[src/rtl/alu_instr_encoder.sv]
// Packs ALU operation requests into RV32I R-type/I-type words and queues them for a consumer.
// Define ALU_ENC_STATS_EN to add the enc_count/rej_count statistics outputs.
module alu_instr_encoder #(
    parameter int unsigned DEPTH = 4
) (
    input  logic        clk,
    input  logic        reset,
    input  logic        req_valid,
    output logic        req_ready,
    input  logic [2:0]  req_alu_ctrl,
    input  logic        req_imm_form,
    input  logic [4:0]  req_rd,
    input  logic [4:0]  req_rs1,
    input  logic [4:0]  req_rs2,
    input  logic [11:0] req_imm,
    output logic        instr_valid,
    input  logic        instr_ready,
    output logic [31:0] instr,
    output logic        err_illegal,
`ifdef ALU_ENC_STATS_EN
    output logic [15:0] enc_count,
    output logic [7:0]  rej_count,
`endif
    input  logic        err_clr
);

    localparam int unsigned AW = $clog2(DEPTH);
    localparam logic [AW:0] FullCount = (AW+1)'(DEPTH);

    logic [31:0]   mem_q [DEPTH];
    logic [AW-1:0] wptr_q, wptr_d;
    logic [AW-1:0] rptr_q, rptr_d;
    logic [AW:0]   count_q, count_d;
    logic          err_q, err_d;

    logic          accept, illegal, push, pop;
    logic [2:0]    funct3;
    logic [6:0]    funct7;
    logic [6:0]    opcode;
    logic [31:0]   word;

    always_comb begin
        funct3  = 3'b000;
        funct7  = 7'b0000000;
        illegal = 1'b0;
        case (req_alu_ctrl)
            3'b000: funct3 = 3'b000;
            3'b001: begin
                funct7  = 7'b0100000;
                // sub has no immediate form in RV32I
                illegal = req_imm_form;
            end
            3'b010: funct3 = 3'b111;
            3'b011: funct3 = 3'b110;
            3'b101: funct3 = 3'b010;
            default: illegal = 1'b1;
        endcase
        opcode = req_imm_form ? 7'b0010011 : 7'b0110011;
        if (req_imm_form) begin
            word = {req_imm, req_rs1, funct3, req_rd, opcode};
        end else begin
            word = {funct7, req_rs2, req_rs1, funct3, req_rd, opcode};
        end
    end

    assign req_ready   = (count_q != FullCount);
    assign instr_valid = (count_q != '0);
    assign accept      = req_valid && req_ready;
    assign push        = accept && !illegal;
    assign pop         = instr_valid && instr_ready;
    assign instr       = instr_valid ? mem_q[rptr_q] : 32'h0;
    assign err_illegal = err_q;

    always_comb begin
        wptr_d  = push ? wptr_q + AW'(1) : wptr_q;
        rptr_d  = pop  ? rptr_q + AW'(1) : rptr_q;
        count_d = count_q;
        case ({push, pop})
            2'b10:   count_d = count_q + (AW+1)'(1);
            2'b01:   count_d = count_q - (AW+1)'(1);
            default: count_d = count_q;
        endcase
        // A new rejection wins over a clear arriving in the same cycle
        if (accept && illegal) begin
            err_d = 1'b1;
        end else if (err_clr) begin
            err_d = 1'b0;
        end else begin
            err_d = err_q;
        end
    end

    always_ff @(posedge clk) begin
        if (reset) begin
            wptr_q  <= '0;
            rptr_q  <= '0;
            count_q <= '0;
            err_q   <= 1'b0;
        end else begin
            wptr_q  <= wptr_d;
            rptr_q  <= rptr_d;
            count_q <= count_d;
            err_q   <= err_d;
        end
    end

    // Storage needs no reset: entries are only visible through a non-zero count
    always_ff @(posedge clk) begin
        if (push) begin
            mem_q[wptr_q] <= word;
        end
    end

`ifdef ALU_ENC_STATS_EN
    logic [15:0] enc_q;
    logic [7:0]  rej_q;

    always_ff @(posedge clk) begin
        if (reset) begin
            enc_q <= '0;
            rej_q <= '0;
        end else begin
            if (push && (enc_q != '1)) begin
                enc_q <= enc_q + 16'd1;
            end
            if (accept && illegal && (rej_q != '1)) begin
                rej_q <= rej_q + 8'd1;
            end
        end
    end

    assign enc_count = enc_q;
    assign rej_count = rej_q;
`else
    // This build carries no statistics counters.
`endif

endmodule

[config.mk]
export PLATFORM = sky130hd
export DESIGN_NAME = alu_instr_encoder
export DESIGN_NICKNAME = d
export VERILOG_FILES = /design/src/rtl/alu_instr_encoder.sv
export SDC_FILE = /design/constraint.sdc
export NUM_CORES = 1
export LEC_CHECK = 0
export BUFFER_PORTS_ARGS = -buffer_cell sky130_fd_sc_hd__buf_2
export CORE_ASPECT_RATIO = 1.4
export CORE_MARGIN = 3
export CORE_UTILIZATION = 42
export CTS_CLUSTER_SIZE = 30
export DETAILED_ROUTE_END_ITERATION = 12
export PLACE_DENSITY = 0.64
export SLEW_MARGIN = 20
export SYNTH_ARGS = -nofsm -noshare
export SYNTH_HDL_FRONTEND = slang
export SYNTH_SLANG_ARGS = --single-unit
[constraint.sdc]
create_clock -name clk -period 2.65 [get_ports clk]
set_input_delay 0.1325 -clock clk [delete_from_list [all_inputs] [get_ports clk]]
set_output_delay 0.1325 -clock clk [all_outputs]
set_load 0.02 [all_outputs]
# After elaboration in Yosys (flattened, before gate mapping)
# Memories as Yosys holds them, arrays and structs flattened. A register that Yosys moved wholly into a read port is not among the register bits.
# Index checks and enable logic that the tools add are counted.
[word_totals] regBits=8 ramBits=128 inputBits=36 output_inout_bits=35 word_cells=39 mem_count=1
[memory_table] memory="mem_q" words=4 word_bits=32 read_ports=1 rd_ports_with_merged_regs=1 write_ports=1 line_no="30" rtl="logic [31:0] mem_q [DEPTH];"
[op_classes] addsub=4 n_eq_ne=7 n_mux=13 reduce_logical=10
[ops] cell="32-bit 2-to-1 mux" n=2
[ops] cell="6-bit 2-to-1 mux" n=2
[ops] cell="3-bit one-hot mux with 3 select lines" n=1
[ops] cell="3-bit by 2-bit == test with 1-bit output (second input constant)" n=2
[ops] cell="3-bit one-hot mux with 2 select lines" n=1
[ops] cell="2-bit by 1-bit adder with 2-bit output (second input constant)" n=2
[ops] cell="1-bit logical AND" n=4
[ops] cell="1-bit 2-to-1 mux" n=4
[ops] cell="2-bit 2-to-1 mux" n=2
[ops] cell="2-bit nonzero test" n=2
[ops] cell="4-bit OR reduction" n=1
[ops] cell="3-bit by 1-bit adder with 3-bit output (second input constant)" n=1
[ops] cell="3-bit by 1-bit == test with 1-bit output (second input constant)" n=1
[ops] cell="3-bit == test (second input constant)" n=1
[ops] cell="3-bit zero test" n=1
[ops] cell="3-bit inequality test (second input constant)" n=1
[ops] cell="3-bit nonzero test" n=1
[ops] cell="3-bit by 1-bit subtractor with 3-bit output (second input constant)" n=1
[ops] cell="2-bit by 1-bit == test with 1-bit output (second input constant)" n=1
[ops] cell="2-bit == test (second input constant)" n=1
[ops] cell="1-bit one-hot mux with 2 select lines" n=1
[ops] cell="1-bit zero test" n=1

# Logic depth before layout (Yosys ltp)
# Gate-level depths: netlist (run 1).
[logic_depth] depth_word=7 mapped_depth=10 mapped_depth_nobuf=9

# Worst setup path before layout (run 1)
# Ideal clock, no wire load.
[synth_path] path_kind="flip-flop to flip-flop" start="register count_q[2]" end="register count_q[2]" setup_time_ns=0.070 t_arrival_ns=2.057 required_time_ns=2.580 path_slack_ns=0.523 stages_incl_launch_ff=10 n_path_buf=0 synth_period_minus_slack_ns=2.127 cell_sequence="dfxtp_1 nor3b_1 a2111oi_4 inv_1 ha_1 inv_1 fa_1 xor2_1 or3_1 a21oi_1"
[synth_between] elab_chain_cells=5 word_cells_on_any_way=11 cone_classes="2 x add/sub; 3 x eq/ne; 1 x mux; 5 x reduce/logical"
[synth_rtl] item="from (decl)" line_no="33" rtl="logic [AW:0] count_q, count_d;"
[synth_rtl] item="from (signal assigned)" line_no="102" rtl="count_q <= count_d;"
[synth_rtl] item="3-bit inequality test" line_no="66" rtl="assign req_ready = (count_q != FullCount);"
[synth_rtl] item="1-bit logical AND" line_no="68" rtl="assign accept = req_valid && req_ready;"
[synth_rtl] item="1-bit logical AND" line_no="69" rtl="assign push = accept && !illegal;"
[synth_rtl] item="2-bit by 1-bit == test with 1-bit output or 2-bit == test (tied branches)" line_no="78" rtl="case ({push, pop})"
[synth_rtl] item="3-bit one-hot mux with 2 select lines or 2-bit nonzero test (tied branches)"
# Several ways; a longest one is shown, not always the timed one.
# A chain may end at the register's enable or synchronous reset.

==> results of run 1 <==
## synth_stat cells, drive strengths merged (3+ instances only)
cell | number | share of area [%]
a21oi | 3 | 0.32
xor2 | 3 | 0.56
inv | 11 | 0.88
mux4 | 26 | 13
and2 | 37 | 5.0
dfxtp | 10 | 4.3
buf | 12 | 1.7
edfxtp | 104 | 67
mux2 | 5 | 1.2
nor2 | 10 | 0.80
clkbuf | 6 | 0.51
ha | 5 | 1.3
## how the worst min path moves through the flow
stage                              end        from  slack [ns]  depth (start not counted)
after floorplan           mem_q[0][10]   req_rd[3]        0.23                          0
after global placement    mem_q[1][10]   req_rd[3]        0.35                          1
after detailed placement  mem_q[1][17]  req_rs1[2]        0.35                          1
after CTS                    rptr_q[0]       reset        0.01                          2
after global routing       err_illegal     err_clr        0.04                          3
final                      err_illegal     err_clr        0.03                          3
## registers in the layout, indices dropped and copies added (netlist names), named ones only
register	flops
rptr_q	2
wptr_q	2
mem_q	104
err_illegal	1
count_q	3
## through the flow
step | power (mW) | area (um^2) | hold slack, ns
after global placement | 3.94 | 5190 | 0.346
after floorplan | 3.45 | 4670 | 0.231
after CTS | 6.25 | 5890 | 0.0126
after global routing | 6.48 | 5890 | 0.0379
after detailed placement | 3.96 | 5190 | 0.351
final | 6.15 | 5890 | 0.0282
## report_power, final
| group | internal (mW) | leakage, nW | switching [mW] |
|---|---|---|---|
| sequential | 2.10 | 1.03 | 0.102 |
| clock | 1.55 | 0.284 | 0.704 |
| combinational | 0.741 | 0.835 | 0.947 |
## metal layers
layer	part of all wire, %	up-vias	wire [um]
li1	-	1134	-
met2	54	60	4580
met5	0	-	0
met1	40	1226	3410
met3	4.2	9	359
met4	1.3	0	111
## worst min-delay path, stage by stage
cell and delay (ns):
buf_2 0.08, o32a_1 0.13, nor2_1 0.04
## layout make-up
cell class / count / area [um^2]
Clock buffer: 20 / 437
Clock inverter: 12 / 164
Fill cell: 839 / 4730
Inverter: 11 / 41.3
Multi-Input combinational cell: 109 / 1210
Sequential cell: 114 / 3320
Tap cell: 138 / 173
Timing Repair Buffer: 90 / 546
## cell families (layout without fill, tap and decap cells)
logic type	after synthesis	in the layout	synth area share (%)
AO/OA/AOI/OAI	7	7	1.39
XOR/XNOR	5	5	0.939
adder cells (fa/ha/maj)	6	6	1.77
buffers and inverters	29	133	3.11
flip-flops	114	114	71.2
multiplexers	33	33	14.2
other	1	3	0.0804
AND/OR/NAND/NOR	55	55	7.32
==> impl_results.md, run 1 <==
* Run status: finished, final reports clean
* WP data arrival at 2.12 ns
* Vias at 2,429
* Max incr delay on CP at 0.63 ns
* Fin Setup TNS at 0 ns
* Post-CTS setup buffers at 0
* Total wire length at between 8000 and 9000 um
* Port Buffers at 67
* Fmax at 444 MHz
* Kind of cell adding the most delay to the critical path: flip-flops
* CP max stage cell: dfxtp_2
* Cell Pwr Density at 1040 nW/um^2
* Reg-to-Reg Start: count_q[2]
* Setup repair after global routing missed its margin: false
* Initial antenna violation count at 0
* Post-route setup slack at 0.396 ns
* CTS tree: done
* Area grow syn2layout at 26.2%
* CTS Buffer Depth at 2
* CP Class: reg2out
* Mean routed wirelength per cell at 17.1 um
* Largest net degree at the start of global routing at 32
* Worst-Margin Slew at approximately 0.52 ns
* Most common cell after layout, fill and taps aside: edfxtp_1
* Worst-Skew Late Latency at approximately 0.40 ns
* Grt peak-use layer: met2
* Die area at 12,400 um^2
* Worst Hold Class: in2reg
* Leak at ~2.2 nW
* Initial DRC count at approximately 110
* Number of synthesized flops with an enable pin at 104
* N_diodes at 0
* Final ANT Viol Nets at 0
* Seq cells post-synth at 114
* Non-Filler Instances at 494
* Area of the core at 10,600 um^2
* Final Slew Violations at 0
* Yosys warns at 0
* Setup crit start kind: register
* Met1 Use GR at 16.9%
* Dpl ws at 0.438 ns
* GRT met3 Usage at 4.98%
* Final period utilization at a little under nine tenths
* CP required at 2.52 ns
* Sequential share of the synthesized area at between 70% and 80%
* Max rail drop VDD at about 0.62 mV
* GRT Util Overall at 15.3%
* Crit. End Element: output pin
* Final hold violation count at 0
* HPWL Detailed at 5470 um
* Worst r2r path cells at 10
* Placed cells at around 450
* Reg2reg end: count_q[2]
* First-pass GRT wire length at 13,600 um
* Core Util, Final at 55.4%
* Setup crit end: instr[13]
* Worst relative slew slack at 64.8%
* Drt drc at 0
* Final setup viols at 0
* Drt pass-1 iters at 4
* # hold bufs at CTS at 10
* Critical path depth in cells at 4
* Synth unique cells at 30
* Synthesized area at 4670 um^2
* Clock skew at 0.00395 ns
* Met2 Usage GRT at a little over a quarter
* CTS H-tree depth at 4
* Die width at 95.1 um
* Average cell area after synthesis at between 15 and 20 um^2
* Worst path bufs/invs at 2
* I/O Pins at 71
* Synth Instances at 250
* Num CTS Buffers at 17
* CTS Sinks at 114
* Starting Density at between 40% and 50%
* Vias/cell at 4.92
* Nets at 385
* Main synth FF type: edfxtp_1
* Clock-pin slew on the worst setup and hold paths at 0.05 ns
* Setup slack, reg-to-reg at 0.48 ns
* Post-CTS Resized at 0
* Share of cells above drive strength 1 at 39.3%
* CTS root buf: clkbuf_16
* GRT Residual Overflow at 0
* Row cnt at 44
* Max cap viols at 0
* Number of global-route vias before repair at 2,706
* Crit Path Max Fanout at 15
* Crit path time final at ~2.3 ns
* Die H at 131 um
* CP Cell Sequence: buf_12 > mux4_2 > and2_1 > buf_2
* Async S/R FF share, synth at 0%
* Commonest non-fill, non-tap cells in the layout: edfxtp_1 (104), buf_2 (67), and2_1 (37), mux4_2 (26), clkbuf_16 (17)
* Routability cong. at about 0.7
No activity file was read; power rests on OpenSTA's default activity.
==> run 2: changes to the inputs <==
- CORE_ASPECT_RATIO: 1.4 -> default
==> impl_results.md, run 2 (synthesized netlist as in run 1, its figures left out) <==
* Worst relative slew slack at between 60% and 70%
* Vias at around 2,500
* Non-Filler Instances at 508
* Final setup viols at 0
* Placed cells at 447
* Placed cell area at around 5200 um^2
* CP Class: reg2reg
* Initial DRC count at between 70 and 80
* Nets at 401
* Starting Density at 44.2%
* Vias/cell at 4.94
* CTS Buffer Depth at 2
* Run status: finished, final reports clean
* WP data arrival at 2.57 ns
* Final instance area at 6060 um^2
* Sw power at 1.81 mW
* First-pass GRT wire length at around 14,000 um
* Fill cells at about 840
* Gate power share at 28.5%
* Post-CTS setup buffers at 0
* Fin Setup TNS at 0 ns
* Die H at approximately 110 um
* Total wire length at 8520 um
* Largest register FFs at around 100
* Share of cells above drive strength 1 at 37.9%
* Worst-Skew Late Latency at 0.50 ns
* Seq pwr share at a little over a third
* Die width at 111 um
* Area of the core at ~11,000 um^2
* Mean routed wirelength per cell at 16.8 um
* Leak at roughly 2.2 nW
* Final ANT Viol Nets at 0
* Biggest regs: mem_q: 104 flops, count_q: 3 flops
* Clock skew at 0.0114 ns
* Int Power at 4.38 mW
* I/O Pins at just over 70
* Initial antenna violation count at 0
* Biggest register: mem_q
* Fmax at 468 MHz
* Switching share of total power at 29.2%
* GRT Residual Overflow at 0
* Number of global-route vias before repair at 2,636
* CTS Sinks at ~110
* Port Buffers at 67
* Drt drc at 0
* Fin Hold WS at 0.0361 ns
* CTS tree: done
* Crit. End Element: register
* Max cap viols at 0
* Row cnt at 37
* Drt pass-1 iters at 5
* Num CTS Buffers at 17
* CP required at 3.09 ns
* Die area at 12,400 um^2
* Commonest non-fill, non-tap cells in the layout: edfxtp_1 (104), buf_2 (67), and2_1 (37), dlygate4sd3_1 (29), mux4_2 (26)
* Routability cong. at 0.692
* Worst-Margin Slew at 0.524 ns
* Setup crit start kind: register
* Final period utilization at 80.6%
* Final Slew Violations at 0
* Final hold violation count at 0
* Cell Pwr Density at between 1000 and 1500 nW/um^2
* CTS root buf: clkbuf_8
* GRT Util Overall at 14.8%
* Crit Path Max Fanout at 7
* Most common cell after layout, fill and taps aside: edfxtp_1
* CTS H-tree depth at 4
* N_diodes at 0
* Worst Hold Class: in2reg
* Largest net degree at the start of global routing at 32
* Area grow syn2layout at 29.9%
* Clock-pin slew on the worst setup and hold paths at 0.06 ns
* Setup repair after global routing missed its margin: false
* Clock group share of total power at around 37%
* HPWL Detailed at 5010 um
* Crit path time final at 2.13 ns
* Max rail drop VDD at just over 0.5 mV
==> run 2: changes by cell type in the layout (fill, tap and decap cells not counted), sizes merged <==
cell,change
buf,-3
dlygate4sd3,+19
clkinv,-2
inv,+1
clkbuf,-2
clkinvlp,+3
==> run 2: cell type report <==
type | instances | area, um^2 | area share, %
Inverter | 11 | 41.3 | 0.681
Clock inverter | 14 | 188 | 3.10
Multi-Input combinational cell | 109 | 1210 | 19.9
Timing Repair Buffer | 106 | 713 | 11.8
Sequential cell | 114 | 3320 | 54.9
Tap cell | 136 | 170 | 2.81
Clock buffer | 18 | 418 | 6.90
==> run 2: repair_timing <==
item | 4_1_cts | 5_1_grt
resized for setup | 0 | 0
hold endpoints to repair | 94 | 0
hold buffers | 29 | 0
==> run 2: power groups by stage <==
stage               logic (mW)  clock network (mW)  registers [mW]
finish                    1.77                2.27            2.15
detailed placement        1.77                   0            2.19
global route              1.93                2.41            2.16
global placement          1.76                   0            2.18
floorplan                 1.28                   0            2.17
CTS                       1.82                2.32            2.15
==> run 2: worst max-delay path, stage by stage, from the launching register on <==
cell and delay (ns):
dfxtp_1 0.32, nor3b_1 0.14, buf_4 0.15, a2111oi_4 0.37
inv_1 0.10, ha_1 0.24, inv_1 0.07, fa_1 0.17
xor2_1 0.07, or3_1 0.30, a21oi_1 0.14
==> run 2: worst paths after layout <==
check                    from      endpoint  slack, ns  depth (start not counted)
setup / recovery   count_q[2]    count_q[2]       0.52                         10
hold / removal    req_imm[10]  mem_q[2][30]       0.04                          3
setup reg to reg   count_q[2]    count_q[2]       0.52                         10
hold reg to reg    count_q[2]    count_q[2]       0.51                          2
==> run 2: metal layers <==
metal  part of all wire, %  wire, um  vias up  GRT usage, %
li1                      -         -     1169             -
met1                    41      3490     1274          17.7
met5                     0         0        -             0
met4                   1.1        91        0          6.33
met2                    54      4600       58          25.2
met3                   4.0       342        8          4.18
==> run 2: stage by stage <==
step                      worst slack (ns)  total power, mW  util (%)
final                                0.515             6.19      57.4
after floorplan                      0.523             3.45         -
after detailed placement             0.437             3.96      48.9
after global placement               0.528             3.94      48.9
after global routing                 0.349             6.51      57.4
after CTS                            0.474             6.29      57.4
